### src/rtl/kbd_cmd_scheduler.sv
// kbd_cmd_scheduler: turns PS/2 set-2 make events into game commands.
// The commands are queued in a small FIFO and handed to the game logic
// at a rate of at most one per game tick, using a valid/ready handshake.
// Optional build macro KEY_REPEAT_EN: when it is defined, a held
// direction key auto-repeats on game ticks. When it is undefined,
// break_pulse is ignored and no repeat logic is built.
//
// Handshake: cmd_valid rises only in response to a tick and then stays
// high. cmd_code stays stable until the cycle in which cmd_ready is
// sampled high while cmd_valid is high. In that cycle the head entry is
// popped, and cmd_valid is low again in the following cycle.

module kbd_cmd_scheduler #(
    parameter int DEPTH        = 8,
    parameter int REPEAT_DELAY = 25,
    parameter int REPEAT_RATE  = 5
) (
    input  logic                     clk,
    input  logic                     reset,
    input  logic                     make_pulse,
    input  logic                     break_pulse,
    input  logic [7:0]               scan_code,
    input  logic                     tick,
    input  logic                     game_over,
    input  logic                     cmd_ready,
    output logic                     cmd_valid,
    output logic [3:0]               cmd_code,
    output logic [$clog2(DEPTH):0]   fifo_count,
    output logic                     overflow,
    output logic                     state_dbg
);

    localparam int AW = $clog2(DEPTH);
    localparam int CW = AW + 1;

    // Reject parameter sets that the pointer and counter logic cannot support.
    if (DEPTH < 2 || (DEPTH & (DEPTH - 1)) != 0 || REPEAT_DELAY < 1 || REPEAT_RATE < 1) begin : g_param_check
        $error("kbd_cmd_scheduler: DEPTH must be a power of two >= 2; repeat counts must be >= 1");
    end

    typedef enum logic {
        S_IDLE    = 1'b0,
        S_PRESENT = 1'b1
    } state_t;

    state_t state;

    // Scan code to command map; 0 means "not a game key".
    function automatic logic [3:0] decode(input logic [7:0] sc);
        logic [3:0] c;
        c = 4'd0;
        case (sc)
            8'h6B, 8'h1C: c = 4'd1;   // LEFT
            8'h74, 8'h23: c = 4'd2;   // RIGHT
            8'h75, 8'h1D: c = 4'd3;   // UP
            8'h72, 8'h1B: c = 4'd4;   // DOWN
            8'h29:        c = 4'd5;   // PLACE
            8'h2D:        c = 4'd6;   // ROTATE
            8'h16:        c = 4'd7;   // SEL1
            8'h1E:        c = 4'd8;   // SEL2
            8'h26:        c = 4'd9;   // SEL3
            default:      c = 4'd0;
        endcase
        return c;
    endfunction

    logic [3:0]    dec_cmd;
    logic          kbd_push;
    logic          rep_fire;
    logic [3:0]    rep_cmd;
    logic          push_req;
    logic [3:0]    push_cmd;
    logic          full;
    logic          do_pop;
    logic          do_push;
    logic          drop;

    logic [3:0]    mem [DEPTH];
    logic [AW-1:0] wr_ptr;
    logic [AW-1:0] rd_ptr;

    assign dec_cmd  = decode(scan_code);
    assign kbd_push = make_pulse && (dec_cmd != 4'd0);

    // A keyboard push and a repeat push never share a cycle: the keyboard wins.
    assign push_cmd = kbd_push ? dec_cmd : rep_cmd;
    assign push_req = (kbd_push || rep_fire) && !game_over;
    assign full     = (fifo_count == CW'(DEPTH));
    assign do_pop   = (state == S_PRESENT) && cmd_ready && !game_over;

    // A push into a full FIFO still succeeds when the head is popped in the same cycle.
    assign do_push  = push_req && (!full || do_pop);
    assign drop     = push_req && full && !do_pop;

    assign state_dbg = (state == S_PRESENT);

`ifdef KEY_REPEAT_EN
    localparam int RMAX = (REPEAT_DELAY > REPEAT_RATE) ? REPEAT_DELAY : REPEAT_RATE;
    localparam int RW   = $clog2(RMAX + 1);
    localparam logic [RW-1:0] DELAY_LAST = RW'(REPEAT_DELAY - 1);
    localparam logic [RW-1:0] RATE_LAST  = RW'(REPEAT_RATE - 1);

    logic          held_valid;
    logic [3:0]    held_cmd;
    logic          rep_phase;   // 0: waiting out the initial delay, 1: repeating
    logic [RW-1:0] rep_cnt;
    logic          make_dir;
    logic          release_key;
    logic          rep_due;

    assign make_dir    = make_pulse && (dec_cmd >= 4'd1) && (dec_cmd <= 4'd4);
    assign release_key = break_pulse && !make_pulse && held_valid && (dec_cmd == held_cmd);
    assign rep_due     = rep_phase ? (rep_cnt == RATE_LAST) : (rep_cnt == DELAY_LAST);
    assign rep_fire    = held_valid && tick && rep_due && !kbd_push && !release_key;
    assign rep_cmd     = held_cmd;

    // Track the last held direction key and count ticks toward its next repeat.
    always_ff @(posedge clk) begin
        if (reset || game_over) begin
            held_valid <= 1'b0;
            held_cmd   <= 4'd0;
            rep_phase  <= 1'b0;
            rep_cnt    <= '0;
        end else if (make_dir) begin
            held_valid <= 1'b1;
            held_cmd   <= dec_cmd;
            rep_phase  <= 1'b0;
            rep_cnt    <= '0;
        end else if (release_key) begin
            held_valid <= 1'b0;
            rep_phase  <= 1'b0;
            rep_cnt    <= '0;
        end else if (held_valid && tick) begin
            if (rep_due) begin
                rep_phase <= 1'b1;
                rep_cnt   <= '0;
            end else begin
                rep_cnt <= rep_cnt + 1'b1;
            end
        end
    end
`else
    logic unused_break;

    assign rep_fire     = 1'b0;
    assign rep_cmd      = 4'd0;
    assign unused_break = break_pulse;
`endif

    // FIFO storage; the entries need no reset because the count guards every read.
    always_ff @(posedge clk) begin
        if (do_push) begin
            mem[wr_ptr] <= push_cmd;
        end
    end

    // FIFO pointers, occupancy and the sticky overflow flag.
    always_ff @(posedge clk) begin
        if (reset) begin
            wr_ptr     <= '0;
            rd_ptr     <= '0;
            fifo_count <= '0;
            overflow   <= 1'b0;
        end else if (game_over) begin
            wr_ptr     <= '0;
            rd_ptr     <= '0;
            fifo_count <= '0;
        end else begin
            if (do_push) begin
                wr_ptr <= wr_ptr + 1'b1;
            end
            if (do_pop) begin
                rd_ptr <= rd_ptr + 1'b1;
            end
            case ({do_push, do_pop})
                2'b10:   fifo_count <= fifo_count + 1'b1;
                2'b01:   fifo_count <= fifo_count - 1'b1;
                default: fifo_count <= fifo_count;
            endcase
            if (drop) begin
                overflow <= 1'b1;
            end
        end
    end

    // Release FSM: present the head entry on a tick, then hold it until the handshake.
    always_ff @(posedge clk) begin
        if (reset || game_over) begin
            state     <= S_IDLE;
            cmd_valid <= 1'b0;
            cmd_code  <= 4'd0;
        end else begin
            case (state)
                S_IDLE: begin
                    if (tick && (fifo_count != '0)) begin
                        state     <= S_PRESENT;
                        cmd_valid <= 1'b1;
                        cmd_code  <= mem[rd_ptr];
                    end
                end
                S_PRESENT: begin
                    if (cmd_ready) begin
                        state     <= S_IDLE;
                        cmd_valid <= 1'b0;
                        cmd_code  <= 4'd0;
                    end
                end
                default: begin
                    state     <= S_IDLE;
                    cmd_valid <= 1'b0;
                    cmd_code  <= 4'd0;
                end
            endcase
        end
    end

endmodule
### config.mk
export PLATFORM = sky130hd
export DESIGN_NAME = kbd_cmd_scheduler
export DESIGN_NICKNAME = d
export VERILOG_FILES = /design/src/rtl/kbd_cmd_scheduler.sv
export SDC_FILE = /design/constraint.sdc
export NUM_CORES = 1
export LEC_CHECK = 0
export CELL_PAD_IN_SITES_DETAIL_PLACEMENT = 0
export CELL_PAD_IN_SITES_GLOBAL_PLACEMENT = 1
export CORE_UTILIZATION = 45
export CTS_CLUSTER_DIAMETER = 120
export DETAILED_ROUTE_END_ITERATION = 8
export PLACE_DENSITY = 0.83
export REMOVE_ABC_BUFFERS = 1
export SYNTH_ARGS = -nofsm -noshare
export SYNTH_HDL_FRONTEND = slang
export SYNTH_SLANG_ARGS = --single-unit
### constraint.sdc
create_clock -name clk -period 4.1 [get_ports clk]
set_input_delay 0.615 -clock clk [delete_from_list [all_inputs] [get_ports clk]]
set_output_delay 0.615 -clock clk [all_outputs]
set_load 0.02 [all_outputs]
## Word level (Yosys, flattened, before mapping)

Memory sizes are Yosys's and may differ from the RTL's. A register that Yosys moved wholly into a read port is not among the register bits.
Index checks and enable logic that the tools add are counted.

| word-level totals | value |
|---|---|
| bits in registers | 17 |
| memory bits (writable) | 32 |
| input port bits | 15 |
| logic and storage cells | 71 |
| memories kept | 1 |

| operators by class | value |
|---|---|
| add/sub/neg operators | 4 |
| eq/ne operators | 18 |
| mux-type cells | 16 |
| bitwise gates (word level) | 2 |
| reduce and logical (&&, ||, !) cells | 23 |

Memory list:

| memory | depth | bits a word | read ports | clocked after memory_dff | write ports | RTL line | source |
|---|---|---|---|---|---|---|---|
| mem | 8 | 4 | 1 | 1 | 1 | 78 | `logic [3:0] mem [DEPTH];` |

Operator list:

| operator | count |
|---|---|
| $eq 8x5->1 const B | 5 |
| $pmux 4 s9 | 1 |
| $eq 8x6->1 const B | 4 |
| $eq 8x7->1 const B | 4 |
| $pmux 4 s2 | 2 |
| $mux 4 | 3 |
| $reduce_or 2->1 | 5 |
| $logic_and 1x1->1 | 8 |
| $reduce_bool 4->1 | 2 |
| $add 3x1->3 const B | 2 |
| $mux 1 | 6 |
| $mux 3 | 2 |
| $add 4x1->4 const B | 1 |
| $eq 4x4->1 const B | 1 |
| $ne 2x2->1 const B | 2 |
| $pmux 1 s2 | 2 |
| $reduce_and 2->1 | 2 |
| $sub 4x1->4 const B | 1 |
| $logic_not 1->1 | 3 |
| $eq 2x1->1 const B | 1 |
| $eq 2x2->1 const B | 1 |
| $logic_or 1x1->1 | 2 |
| $not 1->1 | 2 |
| $reduce_bool 2->1 | 1 |

## Longest topological paths before layout

Gate-level depths: netlist of the first run.

| logic depth | value |
|---|---|
| depth after elaboration | 9 |
| gate-level depth with buffers | 13 |

## Worst setup path before layout of the first run

No wires, ideal clock.

| timing path | value |
|---|---|
| path kind | input -> register |
| start point | input port scan_code[6] |
| end point | register fifo_count[2] |
| arrival | 3.315 ns |
| path slack | 0.715 ns |
| stages | 13 |
| path through | buf_6 or4b_1 a211o_1 nand4b_2 o41ai_2 or3_1 ha_1 xor2_1 ha_1 a21oi_1 xor2_1 or3_1 a21oi_1 |

| on the way | value |
|---|---|
| cells in the longest elaborated chain, start to end | 9 |
| elaborated cells between the ends (all ways) | 26 |

Ends and longest elaborated chain:

| element | RTL line | source |
|---|---|---|
| start, declared | 22 | `input logic [7:0] scan_code,` |
| $eq 8x7->1, or another cell as far along | 52 | `case (sc)` |
| $reduce_or 2->1 | 52 |  |
| $pmux 4 s9 (*) | 52 |  |
| $reduce_bool 4->1 (*) | 83 | `assign kbd_push = make_pulse && (dec_cmd != 4'd0);` |
| $logic_and 1x1->1 (*) | 83 |  |
| $logic_and 1x1->1 (*) | 87 | `assign push_req = (kbd_push \|\| rep_fire) && !game_over;` |
| $logic_and 1x1->1 (*) | 92 | `assign do_push = push_req && (!full \|\| do_pop);` |
| $eq 2x1->1 / $eq 2x2->1 (equally long branches) | 175 | `case ({do_push, do_pop})` |
| $pmux 4 s2 / $reduce_bool 2->1 (equally long branches) | -- |  |
| end signal, assigned | 176 | `2'b10: fifo_count <= fifo_count + 1'b1;` |
| end signal, assigned | 177 | `2'b01: fifo_count <= fifo_count - 1'b1;` |
| end signal, assigned | 178 | `default: fifo_count <= fifo_count;` |
| end, declared | 28 | `output logic [$clog2(DEPTH):0] fifo_count,` |

Mark *: on every way between the ends. The rest lies on a longest branch, timed or not.
A chain may end at the register's enable or synchronous reset.

## Worst setup path in the final report of the first run

| timing path | value |
|---|---|
| start point | input port scan_code[3] |
| end point | register fifo_count[2] |

Same word-level chain as after synthesis.

==> run summary, run 1 <==
status -> completed
Setup WS pre-CTS -> 0.229 ns
reg-to-reg startpoint -> state_dbg
P_sw -> 185 µW
TritonCTS buffer count -> 5
antenna violations before repair -> 0
Initial Util -> 47.7%
CTS Sinks -> 52
Pre-Repair DR Iteration Count -> 4
All-Layer GR Usage -> 16.1%
Int Pwr -> 736 µW
mapped cell area -> 0.00250 mm²
post-cts gate resize count -> 0
Crit path max-delay family -> simple AND/OR/NAND/NOR gates
Root Buffer -> clkbuf_8
Site Rows -> 26
class of the worst hold path -> reg2reg
port bufs -> 24
Reg power frac -> 59.7%
pwr dens -> 311 mW/mm²
routed via count -> 1,642
die area -> 0.00586 mm²
minimum clock period -> 3.59 ns
slowest stage cell, crit path -> or4b_1
first-pass GRT wire length -> 7370 µm
Crit path arrival time -> 3.82 ns
reg2reg path depth -> 10
Max Cap Viol -> 0
GRT met2 Usage -> 25.2%
Final nets -> 257
HPWL Detailed -> 3210 µm
antenna-violating nets left -> 0
skew final -> 0.0114 ns
Setup crit end kind -> register
Lkg Pwr -> 0.000995 µW
peak per-stage delay on the critical path -> 0.46 ns
CP Buf/Inv Count -> 2
CTS Hold Bufs -> 0
Core Box Area -> 0.00524 mm²
layout cells sized above 1 -> 14.7%
global route hottest layer -> met2
Hold Startpoint -> overflow
WHS Endpoint -> overflow
worst-path cell chain -> clkdlybuf4s50_1, buf_4, or4b_1, a211o_1, nand4b_2, o41ai_2, or3_1, ha_1, xor2_1, ha_1, a21oi_1, xor2_1, or3_1, a21oi_1
vias per cell -> 5.33
Die H -> 76.5 µm
Mapped Cells -> 206
CP Launch Type -> input port
Seq/Total Area, Yosys -> 54.5%
deepest clock path buffer count -> 2
IO Pins -> 26
setup tns final -> 0 ns
drt wl/cell -> 14.4 µm
Worst Tran Pin Value -> 0.534 ns
H-tree depth -> 2
RSZ-0062 raised after global routing -> false
Die X -> 76.5 µm
slew margin rel. -> 64.3%
# diodes -> 0
Final Hold Fails -> 0
clock insertion delay at the later pin of the skew report -> 0.30 ns
top cell type's share of synthesized area -> 38.4%
vias in the first global route -> 1,534
number of enable flip-flop cells after synthesis -> 32
GP Congestion -> 0.766
top post-synthesis cells by area -> edfxtp_1 38%, dfxtp_1 16%, mux4_2 7.2%, nor2_1 3.3%, ha_1 2.5%
Syn Area/Cell -> 12.1 µm²
Reg clk slew, reported paths -> 0.08 ns
Crit Path Class -> in2reg
final period utilization -> 87.7%
synth warn -> 0
Post-CTS Setup Inserts -> 0
Synth area leader -> edfxtp_1
data required time of the worst path -> 4.33 ns
GR Util met3 -> 3.95%
Seq cells post-synth -> 52
worst setup margin -> 0.506 ns
final setup fails -> 0
ys flop type -> edfxtp_1
drt drc -> 0
CTS tree -> built
switching share of power -> 20.1%
Hold Crit Depth -> 2
initial DRC count -> 62
Netlist cell types -> 46
fraction of registers with async set or reset after synthesis -> 0%
total congestion overflow -> 0
largest net degree at the start of global routing -> 17
Power Total -> 922 µW
worst-path fanout max -> 8
Final Max Slew Viols -> 0
fmax -> 278 MHz
Peak VDD IR -> 231 µV
DRT Wirelength -> 4430 µm
RR Endpoint -> fifo_count[2]
r2r setup slk -> 1.38 ns
combinational share of power -> 5.5%
Area Overhead vs Synth -> 18.6%
clock power share -> 34.8%
met1 usage in global routing -> 22.2%
[power groups by stage]
| stage | clock [µW] | sequential, µW | combinational, µW |
|---|---|---|---|
| after CTS | 329 | 550 | 50.4 |
| after global routing | 350 | 550 | 55.7 |
| after global placement | 0 | 562 | 50.1 |
| after detailed placement | 0 | 562 | 50.2 |
| after floorplan | 0 | 562 | 18.4 |
| final | 321 | 550 | 50.6 |
[Yosys cell counts, types with 3 or more instances]
library cell / n
or3b_2: 3
mux4_2: 8
nor4bb_1: 3
dfxtp_1: 20
nand4b_1: 3
or3_1: 5
nand3b_1: 6
edfxtp_1: 32
nor3b_1: 7
xor2_1: 5
mux2i_1: 6
ha_1: 5
nand2_1: 11
nor2_1: 22
buf_2: 3
nor3_1: 3
clkbuf_1: 6
a21oi_1: 10
o21ai_0: 6
and2_1: 3
a31oi_1: 4
and3_1: 4
[worst reg2reg max path, delay by kind of cell, from the launching register on]
family,cells,cell delay (ns)
XOR/XNOR,2,0.24
AO/OA/AOI/OAI,2,0.29
adder cells (fa/ha/maj),2,0.40
AND/OR/NAND/NOR,4,1.33
flip-flops,1,0.40
[per-stage QoR]
stage / std cells / hold WS [ns] / instance area [µm²] / util (%)
2_1_floorplan: 193 / 0.454 / 2430 / -
5_1_grt: 308 / 0.481 / 2960 / 56.6
6_report: 308 / 0.458 / 2960 / 56.6
3_3_place_gp: 300 / 0.436 / 2860 / 54.6
4_1_cts: 308 / 0.458 / 2960 / 56.6
3_5_place_dp: 300 / 0.443 / 2860 / 54.6
[per-layer routing]
| metal | vias to the layer above | share of wire, % |
|---|---|---|
| li1 | 842 | - |
| met1 | 776 | 50 |
| met2 | 22 | 47 |
| met3 | 2 | 2.6 |
| met4 | 0 | 0.52 |
| met5 | - | 0 |
[final cells by class]
cell class	count	area (µm²)
Timing Repair Buffer	37	338
Multi-Input combinational cell	140	1070
Fill cell	464	2270
Inverter	1	3.75
Tap cell	70	87.6
Clock inverter	1	8.76
Clock buffer	7	97.6
Sequential cell	52	1360
[sequential cells by signal, summed over array words and instances (netlist names), named ones only]
signal	flops
cmd_code	4
cmd_valid	1
fifo_count	4
mem	32
overflow	1
rd_ptr	3
state_dbg	1
wr_ptr	3
[cells by family after synthesis]
family                   after synthesis  synth area share [%]
AO/OA/AOI/OAI                         29                  7.46
multiplexers                          14                  9.61
adder cells (fa/ha/maj)                5                  2.50
buffers and inverters                 14                  2.85
flip-flops                            52                  54.5
AND/OR/NAND/NOR                       86                  21.0
XOR/XNOR                               6                  2.10
[worst max-delay path by stage]
stage | startpoint | to | cells past startpoint
after floorplan | scan_code[6] | fifo_count[2] | 12
after global placement | scan_code[4] | fifo_count[2] | 13
after CTS | scan_code[3] | fifo_count[2] | 14
after global routing | scan_code[3] | fifo_count[2] | 14
after detailed placement | scan_code[4] | fifo_count[2] | 13
final | scan_code[3] | fifo_count[2] | 14
[layout by cell type (no fill, tap or decap), drive strengths merged, types with 2 or more instances in the layout]
| cell | synthesis | routed |
|---|---|---|
| dfxtp | 20 | 20 |
| nand3b | 6 | 6 |
| nor4bb | 3 | 3 |
| nand4b | 4 | 4 |
| o21ai | 6 | 6 |
| mux2i | 6 | 6 |
| nand2 | 11 | 11 |
| nand2b | 3 | 3 |
| or3 | 5 | 5 |
| buf | 7 | 13 |
| nand3 | 2 | 2 |
| xor2 | 5 | 5 |
| mux4 | 8 | 8 |
| nor2 | 22 | 22 |
| or4b | 2 | 2 |
| a31oi | 4 | 4 |
| and3 | 4 | 4 |
| or3b | 3 | 3 |
| clkbuf | 6 | 7 |
| clkdlybuf4s50 | 0 | 24 |
| a21oi | 10 | 10 |
| nor3 | 3 | 3 |
| nor3b | 7 | 7 |
| nor2b | 2 | 2 |
| ha | 5 | 5 |
| o211ai | 2 | 2 |
| and2 | 3 | 3 |
| inv | 1 | 2 |
| edfxtp | 32 | 32 |
| and3b | 2 | 2 |
(Power assumes the default switching activity.)
==> run 2, diff against run 1 <==
- CAP_MARGIN: default -> 20
- SETUP_SLACK_MARGIN: default -> 0.2
==> results of run 2 <==
Final layout, timing and power as in run 1 (identical DEF).
